## config.mk

```make
export PLATFORM = sky130hd
export DESIGN_NAME = postprocess_ctrl
export DESIGN_NICKNAME = d
export VERILOG_FILES = /design/src/rtl/postprocess_ctrl_pkg.sv /design/src/rtl/postprocess_ctrl_pp_param_reg.sv /design/src/rtl/postprocess_ctrl.sv
export SDC_FILE = /design/constraint.sdc
export NUM_CORES = 1
export LEC_CHECK = 0
export BUFFER_PORTS_ARGS = -buffer_cell sky130_fd_sc_hd__buf_2
export CAP_MARGIN = 10
export CORE_AREA = 2 2 121 123
export CTS_CLUSTER_DIAMETER = 60
export DETAILED_ROUTE_END_ITERATION = 6
export DIE_AREA = 0 0 123 125
export PLACE_DENSITY = 0.82
export SLEW_MARGIN = 5
export SYNTH_ARGS = -nofsm -noshare
export SYNTH_HDL_FRONTEND = slang
export SYNTH_SLANG_ARGS = --single-unit
```

## constraint.sdc

```tcl
create_clock -name clk -period 6.3 [get_ports clk]
set_input_delay 1.26 -clock clk [delete_from_list [all_inputs] [get_ports clk]]
set_output_delay 1.26 -clock clk [all_outputs]
set_load 0.02 [all_outputs]
```

## src/rtl/postprocess_ctrl_pkg.sv

```systemverilog
// Shared definitions for the post-process controller: FSM encoding, datapath
// latency and the parameter-RAM word layout.
package postprocess_ctrl_pkg;

  typedef enum logic [2:0] {
    IDLE  = 3'd0,
    LOAD  = 3'd1,
    LWAIT = 3'd2,
    RUN   = 3'd3,
    DRAIN = 3'd4,
    FIN   = 3'd5
  } state_t;

  localparam int PP_LATENCY = 2;
  localparam logic [1:0] DRAIN_LAST = 2'(PP_LATENCY - 1);

  localparam int PARAM_W  = 48;
  localparam int FIELD_W  = 16;
  localparam int BIAS_LSB = 32;
  localparam int K_LSB    = 16;
  localparam int B_LSB    = 0;

  function automatic logic [FIELD_W-1:0] param_bias(input logic [PARAM_W-1:0] word);
    return word[BIAS_LSB +: FIELD_W];
  endfunction

  function automatic logic [FIELD_W-1:0] param_k(input logic [PARAM_W-1:0] word);
    return word[K_LSB +: FIELD_W];
  endfunction

  function automatic logic [FIELD_W-1:0] param_b(input logic [PARAM_W-1:0] word);
    return word[B_LSB +: FIELD_W];
  endfunction

endpackage

```

## src/rtl/postprocess_ctrl_pp_param_reg.sv

```systemverilog
// Per-channel parameter holding register; loads only while the controller
// sits in LWAIT so the datapath sees constant parameters for a whole channel.
module pp_param_reg
  import postprocess_ctrl_pkg::*;
(
  input  logic               clk,
  input  logic               rst,
  input  logic               load,
  input  logic [PARAM_W-1:0] rd_data,
  output logic [FIELD_W-1:0] bias,
  output logic [FIELD_W-1:0] k,
  output logic [FIELD_W-1:0] b
);

  // Capture the three fields of the parameter word
  always_ff @(posedge clk or posedge rst) begin
    if (rst) begin
      bias <= 16'd0;
      k    <= 16'd0;
      b    <= 16'd0;
    end else if (load) begin
      bias <= param_bias(rd_data);
      k    <= param_k(rd_data);
      b    <= param_b(rd_data);
    end
  end

endmodule

```

## src/rtl/postprocess_ctrl.sv

```systemverilog
// Layer sequencer for the post-process stage: fetches per-channel parameters,
// meters accumulator beats into the datapath and addresses the output buffer.
module postprocess_ctrl
  import postprocess_ctrl_pkg::*;
#(
  parameter int POX    = 3,
  parameter int ADDR_W = 16
) (
  input  logic              clk,
  input  logic              rst,
  input  logic              start,
  input  logic [15:0]       cfg_num_ch,
  input  logic [15:0]       cfg_groups,
  output logic              param_rd_en,
  output logic [15:0]       param_addr,
  input  logic [47:0]       param_rd_data,
  input  logic              in_valid,
  output logic              in_ready,
  output logic              pp_valid,
  output logic [15:0]       pp_bias,
  output logic [15:0]       pp_k,
  output logic [15:0]       pp_b,
  input  logic              pp_out_valid,
  output logic              wr_en,
  output logic [ADDR_W-1:0] wr_addr,
  output logic              busy,
  output logic              done
);

  // POX only shapes the external datapath; the controller counts whole beats.
  if (POX < 1) begin : g_pox_unsupported
  end

  state_t      state;
  logic [15:0] num_ch;
  logic [15:0] groups;
  logic [15:0] ch_cnt;
  logic [15:0] grp_cnt;
  logic [1:0]  drain_cnt;
  logic [2:0]  outstanding;
  logic        transfer;

  assign transfer = in_valid & in_ready;
  assign pp_valid = transfer;
  assign wr_en    = pp_out_valid;

  pp_param_reg u_param_reg (
    .clk     (clk),
    .rst     (rst),
    .load    (state == LWAIT),
    .rd_data (param_rd_data),
    .bias    (pp_bias),
    .k       (pp_k),
    .b       (pp_b)
  );

  // Layer sequencing FSM with registered handshake/status outputs
  always_ff @(posedge clk or posedge rst) begin
    if (rst) begin
      state       <= IDLE;
      num_ch      <= 16'd0;
      groups      <= 16'd0;
      ch_cnt      <= 16'd0;
      grp_cnt     <= 16'd0;
      drain_cnt   <= 2'd0;
      param_rd_en <= 1'b0;
      param_addr  <= 16'd0;
      in_ready    <= 1'b0;
      busy        <= 1'b0;
      done        <= 1'b0;
    end else begin
      done        <= 1'b0;
      param_rd_en <= 1'b0;
      case (state)
        IDLE: begin
          if (start) begin
            num_ch     <= cfg_num_ch;
            groups     <= (cfg_groups == 16'd0) ? 16'd1 : cfg_groups;
            ch_cnt     <= 16'd0;
            grp_cnt    <= 16'd0;
            drain_cnt  <= 2'd0;
            param_addr <= 16'd0;
            busy       <= 1'b1;
            if (cfg_num_ch == 16'd0) begin
              state <= FIN;
            end else begin
              state       <= LOAD;
              param_rd_en <= 1'b1;
            end
          end
        end
        LOAD: begin
          state <= LWAIT;
        end
        LWAIT: begin
          state    <= RUN;
          in_ready <= 1'b1;
        end
        RUN: begin
          if (transfer) begin
            if (grp_cnt == groups - 16'd1) begin
              grp_cnt  <= 16'd0;
              in_ready <= 1'b0;
              state    <= DRAIN;
            end else begin
              grp_cnt <= grp_cnt + 16'd1;
            end
          end
        end
        DRAIN: begin
          // Hold parameters until the channel's last beat leaves the datapath
          if (drain_cnt == DRAIN_LAST) begin
            drain_cnt <= 2'd0;
            if (ch_cnt == num_ch - 16'd1) begin
              state <= FIN;
            end else begin
              ch_cnt      <= ch_cnt + 16'd1;
              param_addr  <= ch_cnt + 16'd1;
              param_rd_en <= 1'b1;
              state       <= LOAD;
            end
          end else begin
            drain_cnt <= drain_cnt + 2'd1;
          end
        end
        FIN: begin
          if (outstanding == 3'd0) begin
            done  <= 1'b1;
            busy  <= 1'b0;
            state <= IDLE;
          end
        end
        default: begin
          state     <= IDLE;
          in_ready  <= 1'b0;
          busy      <= 1'b0;
          grp_cnt   <= 16'd0;
          drain_cnt <= 2'd0;
        end
      endcase
    end
  end

  // Beats inside the datapath; FIN waits for this to empty
  always_ff @(posedge clk or posedge rst) begin
    if (rst) begin
      outstanding <= 3'd0;
    end else begin
      case ({pp_valid, pp_out_valid})
        2'b10:   outstanding <= outstanding + 3'd1;
        2'b01:   outstanding <= outstanding - 3'd1;
        default: outstanding <= outstanding;
      endcase
    end
  end

  // Output-buffer address: restarts per layer, then follows every write
  always_ff @(posedge clk or posedge rst) begin
    if (rst) begin
      wr_addr <= '0;
    end else if (state == IDLE && start) begin
      wr_addr <= '0;
    end else if (wr_en) begin
      wr_addr <= wr_addr + 1'b1;
    end
  end

endmodule

```

# After elaboration in Yosys (flattened, before gate mapping)
# Cells that the tools add are included.
[op_classes] addsub=8 n_eq_ne=16 mux=35 bitwise=5 n_reduce_logical=19
[ops] operator="$mux 16" count=8
[ops] operator="$add 16x1->16 const B" count=3
[ops] operator="$pmux 16 s3" count=1
[ops] operator="$eq 16x16->1" count=2
[ops] operator="$logic_not 16->1" count=2
[ops] operator="$pmux 16 s2" count=1
[ops] operator="$sub 16x1->16 const B" count=2
[ops] operator="$mux 3" count=7
[ops] operator="$pmux 3 s6" count=1
[ops] operator="$reduce_or 4->1" count=4
[ops] operator="$ne 2x2->1 const B" count=6
[ops] operator="$mux 1" count=10
[ops] operator="$reduce_and 3->1" count=3
[ops] operator="$eq 3x2->1 const B" count=2
[ops] operator="$eq 3x3->1 const B" count=2
[ops] operator="$logic_not 3->1" count=2
[ops] operator="$pmux 1 s3" count=2
[ops] operator="$pmux 2 s3" count=1
[ops] operator="$pmux 3 s2" count=1
[ops] operator="$reduce_bool 2->1" count=3
[ops] operator="$reduce_and 5->1" count=1
[ops] operator="$eq 2x1->1 const B" count=2
[ops] operator="$mux 2" count=2
[ops] operator="$not 1->1" count=4
[ops] operator="other kinds (10)" count=11
[totals] reg_bits=140 inputBits=85 output_inout_bits=86 elab_cells=98

# Longest topological paths before layout
[logic_depth] word_depth=5 mapped_depth=13 ltp_nobuf=10

# Cells and area by module
# Synthesis repeated with hierarchy kept, for this count alone.
[hier_totals] hier_cells=730 hier_area_um2=7257.0
[modules_own_cells] module="postprocess_ctrl" n_inst=1 cells_each=628 area_per_inst_um2=5392.7 seq_area_each_um2=2302.2
[modules_own_cells] module="pp_param_reg" n_inst=1 cells_each=102 area_per_inst_um2=1864.3 seq_area_each_um2=1201.2

# Least setup slack after synthesis
# OpenSTA, ideal clock, no wires.
[synth_path] path_kind="input -> register" from="input start" to="register ch_cnt[15]" setup_ps=78 t_arrival_ps=2782 required_time_ps=6222 setup_slack_ps=3440 path_stages=7 path_buffers=0 cell_sequence="nor2b_1 -> or2_2 -> and4_1 -> and2_1 -> nand3_1 -> or4_1 -> a21oi_1"
[synth_via] elab_chain_len=2
[synth_lines] element="start, declared" line_no="postprocess_ctrl.sv:11" rtl="input logic start,"
[synth_lines] element="$ne 2x2->1 (no line)"
[synth_lines] element="$reduce_and 4->1 (no line)"
[synth_lines] element="end signal, assigned" line_no="postprocess_ctrl.sv:117" rtl="ch_cnt <= ch_cnt + 16'd1;"
[synth_lines] element="end, declared" line_no="postprocess_ctrl.sv:37" rtl="logic [15:0] ch_cnt;"
# No other way between the ends.
# A chain may end at the register's enable or synchronous reset.

# Final worst setup path
[layout_path] from="register groups[0]" to="register state[2]"
[layout_via] elab_chain_len=4
[layout_lines] element="start, declared" line_no="postprocess_ctrl.sv:36" rtl="logic [15:0] groups;"
[layout_lines] element="start signal, assigned" line_no="postprocess_ctrl.sv:78" rtl="groups <= (cfg_groups == 16'd0) ? 16'd1 : cfg_groups;"
[layout_lines] element="$sub 16x1->16" line_no="postprocess_ctrl.sv:101" rtl="if (grp_cnt == groups - 16'd1) begin"
[layout_lines] element="$eq 16x16->1" line_no="postprocess_ctrl.sv:101"
[layout_lines] element="$ne 2x2->1 (no line)"
[layout_lines] element="$reduce_and 5->1 (no line)"
[layout_lines] element="end signal, assigned" line_no="postprocess_ctrl.sv:96" rtl="state <= RUN;"
[layout_lines] element="end signal, assigned" line_no="postprocess_ctrl.sv:104" rtl="state <= DRAIN;"
[layout_lines] element="end signal, assigned" line_no="postprocess_ctrl.sv:115" rtl="state <= FIN;"
[layout_lines] element="end, declared" line_no="postprocess_ctrl.sv:34" rtl="state_t state;"
# No other way between the ends.

==> impl_results.md <==
- Status: finished clean
- CP Launch Type: register
- Number of port buffers: 170
- Count of state elements after synthesis: 140
- Skew final: 11.6 ps
- Min-delay worst type: register to register
- Post-route ant nets: 0
- Die X: 123 um
- Hold Slack: 502 ps
- Slew of the pin with the lowest slew margin: 871 ps
- Post-synth EDFFs: 0
- Max-slew violations: 0
- Slew headroom: 0.419
- Max cap viols: 0
- Top cells by area, synth: dfrtp_1, mux2_2, nand2_1
- Die Ht: 125 um
- Global route overflow: 0
- Ports: 171
- CTS Hold Bufs: 0
- Peak VDD IR: 0.390 mV
- CTS buffer count: 17
- Launch point of the worst reg-to-reg path: groups[0]
- Share of the synthesized area in the top cell type: 0.475
- CTS tree: yes
- DR vias: 6,312
- Internal: 2400 uW
- Pwr Density: 456 nW/um2
- Syn avg cell area: 9.73 um2
- Minimum clock period: 3290 ps
- Reg-to-reg endpoint: state[2]
- Vias per cell: 5.68
- Initial antenna violation count: 0
- Largest area contributor in the netlist: dfrtp_1
- # rows: 44
- Layout Nets: 1,007
- First-pass GRT wire length: 30,600 um
- Drt drc: 0
- Hold Path Stages: 1
- CTS root buf: clkbuf_16
- Final GP Congestion: 0.912
- Final Hold Vio Count: 0
- Hold_sp: u_param_reg.b[14]
- Critical Path AT: 3630 ps
- CP required: 6630 ps
- Final setup fails: 0
- R2r setup slk: 3010 ps
- Drt initial violations: 370
- Post_cts resized: 0
- Clock Pin Slew Worst Setup and Hold Paths: 60 ps
- Sw Share: 0.409
- Critical Setup Path Class: register to register
- DR pass1 iterations: 6
- CTS HTree Levels: 4
- Sequential fraction of the synthesis area: 0.475
- Total GRT Usage: 0.250
- Syn Nets: 850
- Layout area overhead: 20.7%
- Ant diodes: 0
- Unique masters post-synth: 71
- Number of synthesis warnings: 0
- Setup crit end kind: register
- Fillers: 1,159
- P_leak: 0.00413 uW
- Mapped Cells: 758
- Worst-Skew Late Latency: 430 ps
- Fraction of registers with async set/reset: 1.00
- Vias in the first global route: 6,394
- Setup tns final: 0 ps
- Sw Pwr: 1660 uW
- Post CTS Setup Buffer Count: 0
- Longest Clk Path Bufs: 2
- Seq pwr share: 0.382
- Crit path max fanout: 7
- Pin count of the biggest net entering global routing: 72
- Hold EP: u_param_reg.b[14]
- Final WL: 18,300 um
- Share of cells above drive strength 1: 0.301
- Reg2reg path depth: 10
- Fin crit share: 0.522
- Placed Cells: 1,080
- Comb pwr share: 0.380
- Die area: 15,400 um2
- Core footprint: 14,200 um2
- Non-Filler Instances: 1,112
- Area of the mapped netlist: 7380 um2
- Post-synth top flop: dfrtp_1
- Dpl hpwl: 13,000 um
- Fmax: 0.304 GHz
- Clock sink count: 140
- Power share of the clock group: 0.238
- Effective utilization at floorplan: 0.519
- RSZ-0062 raised after global routing: false
- DR WL/cell: 16.4 um
placed cells by master (no fill, tap or decap), types with 7 or more instances in the layout:
| cell type | instances |
|---|---|
| buf_2 | 170 |
| dfrtp_1 | 140 |
| nand2_1 | 124 |
| mux2_2 | 49 |
| nor2_1 | 48 |
| xor2_1 | 34 |
| o21ai_0 | 33 |
| a21oi_1 | 33 |
| nand3_1 | 25 |
| xnor2_1 | 25 |
| or3_1 | 20 |
| nor3_1 | 17 |
| clkbuf_16 | 17 |
| inv_1 | 16 |
| nand4_1 | 16 |
| nor4_1 | 11 |
| and3_1 | 10 |
| o31ai_1 | 8 |
| nand2b_1 | 8 |
| inv_6 | 7 |
layer usage:
| metal | part of all wire | vias up | track usage |
|---|---|---|---|
| met1 | 0.42 | 3038 | 0.321 |
| met5 | 0 | - | 0 |
| met3 | 0.072 | 36 | 0.0666 |
| met4 | 0.022 | 0 | 0.0943 |
| li1 | - | 3000 | - |
| met2 | 0.48 | 238 | 0.404 |
cell type report:
cell class / instances / area, um2 / share of cell area
multi-input cells: 563 / 3630 / 0.408
well taps: 184 / 230 / 0.0259
flip-flops and latches: 140 / 3500 / 0.393
repair buffers: 175 / 888 / 0.0998
clock inverters: 15 / 150 / 0.0169
inverters: 18 / 72.6 / 0.00815
clock buffers: 17 / 425 / 0.0478
cell usage after synthesis (all sizes together) (4+ instances only):
cell type  count
o22ai          4
a21oi         33
xor2          34
and4           5
nand4b         4
xnor2         25
inv           17
nor4          14
o21ai         35
o211ai         6
nor2          49
mux2          49
or3           20
nor3          20
a211oi         4
nand2b         8
and3          10
or4            6
clkbuf        23
ha             6
and2           4
buf           14
nand4         16
nand2        124
or2            5
mux2i          5
dfrtp        140
nor2b          5
nand3         25
o31ai          8
nor3b          6
critical path, stage by stage, from the launching register on:
cell	delay (ps)
dfrtp_1	430
inv_1	120
ha_1	240
nor3b_1	650
nand4_1	200
mux2i_1	210
a211oi_1	380
nand3b_1	170
a2111oi_2	520
nor2_1	90
nor3_1	200
per-stage QoR:
step | instance area [um2] | setup WS [ps] | total power, uW | util
after detailed placement | 8330 | 3110 | 3080 | 0.586
after floorplan | 7380 | 1290 | 2620 | -
final | 8900 | 3010 | 4060 | 0.627
after global routing | 8900 | 2830 | 4320 | 0.627
after global placement | 8330 | 3170 | 3030 | 0.586
after CTS | 8900 | 3080 | 4080 | 0.627
cells by family after synthesis:
group | count (synthesis) | synth area share
compound gates | 116 | 0.101
buf+inv | 55 | 0.0332
simple gates | 327 | 0.226
flops | 140 | 0.475
xor+xnor | 59 | 0.0700
fa+ha+maj | 7 | 0.0129
mux | 54 | 0.0816
power by group through the flow:
stage | combinational, uW | clock, uW | sequential, uW
2_1_floorplan | 936 | 0 | 1680
3_3_place_gp | 1490 | 0 | 1530
3_5_place_dp | 1540 | 0 | 1550
4_1_cts | 1550 | 986 | 1550
5_1_grt | 1690 | 1030 | 1600
6_report | 1540 | 968 | 1550
state kept, by name, summed over array words and instances (netlist names):
signal,count
outstanding,3
drain_cnt,2
u_param_reg.bias,16
num_ch,16
groups,16
done,1
u_param_reg.k,16
param_rd_en,1
state,3
busy,1
wr_addr,16
u_param_reg.b,16
ch_cnt,16
grp_cnt,16
in_ready,1
how the worst max path moves through the flow:
| stage | slack [ps] | cells past startpoint | start | to |
|---|---|---|---|---|
| global placement | 3170 | 9 | start | grp_cnt[13] |
| finish | 3010 | 10 | groups[0] | state[2] |
| global route | 2830 | 10 | groups[0] | state[2] |
| detailed placement | 3110 | 9 | start | grp_cnt[13] |
| floorplan | 1290 | 1 | rst | busy |
| CTS | 3080 | 10 | groups[0] | state[2] |
Note: power is estimated with default switching activity, not from simulation.
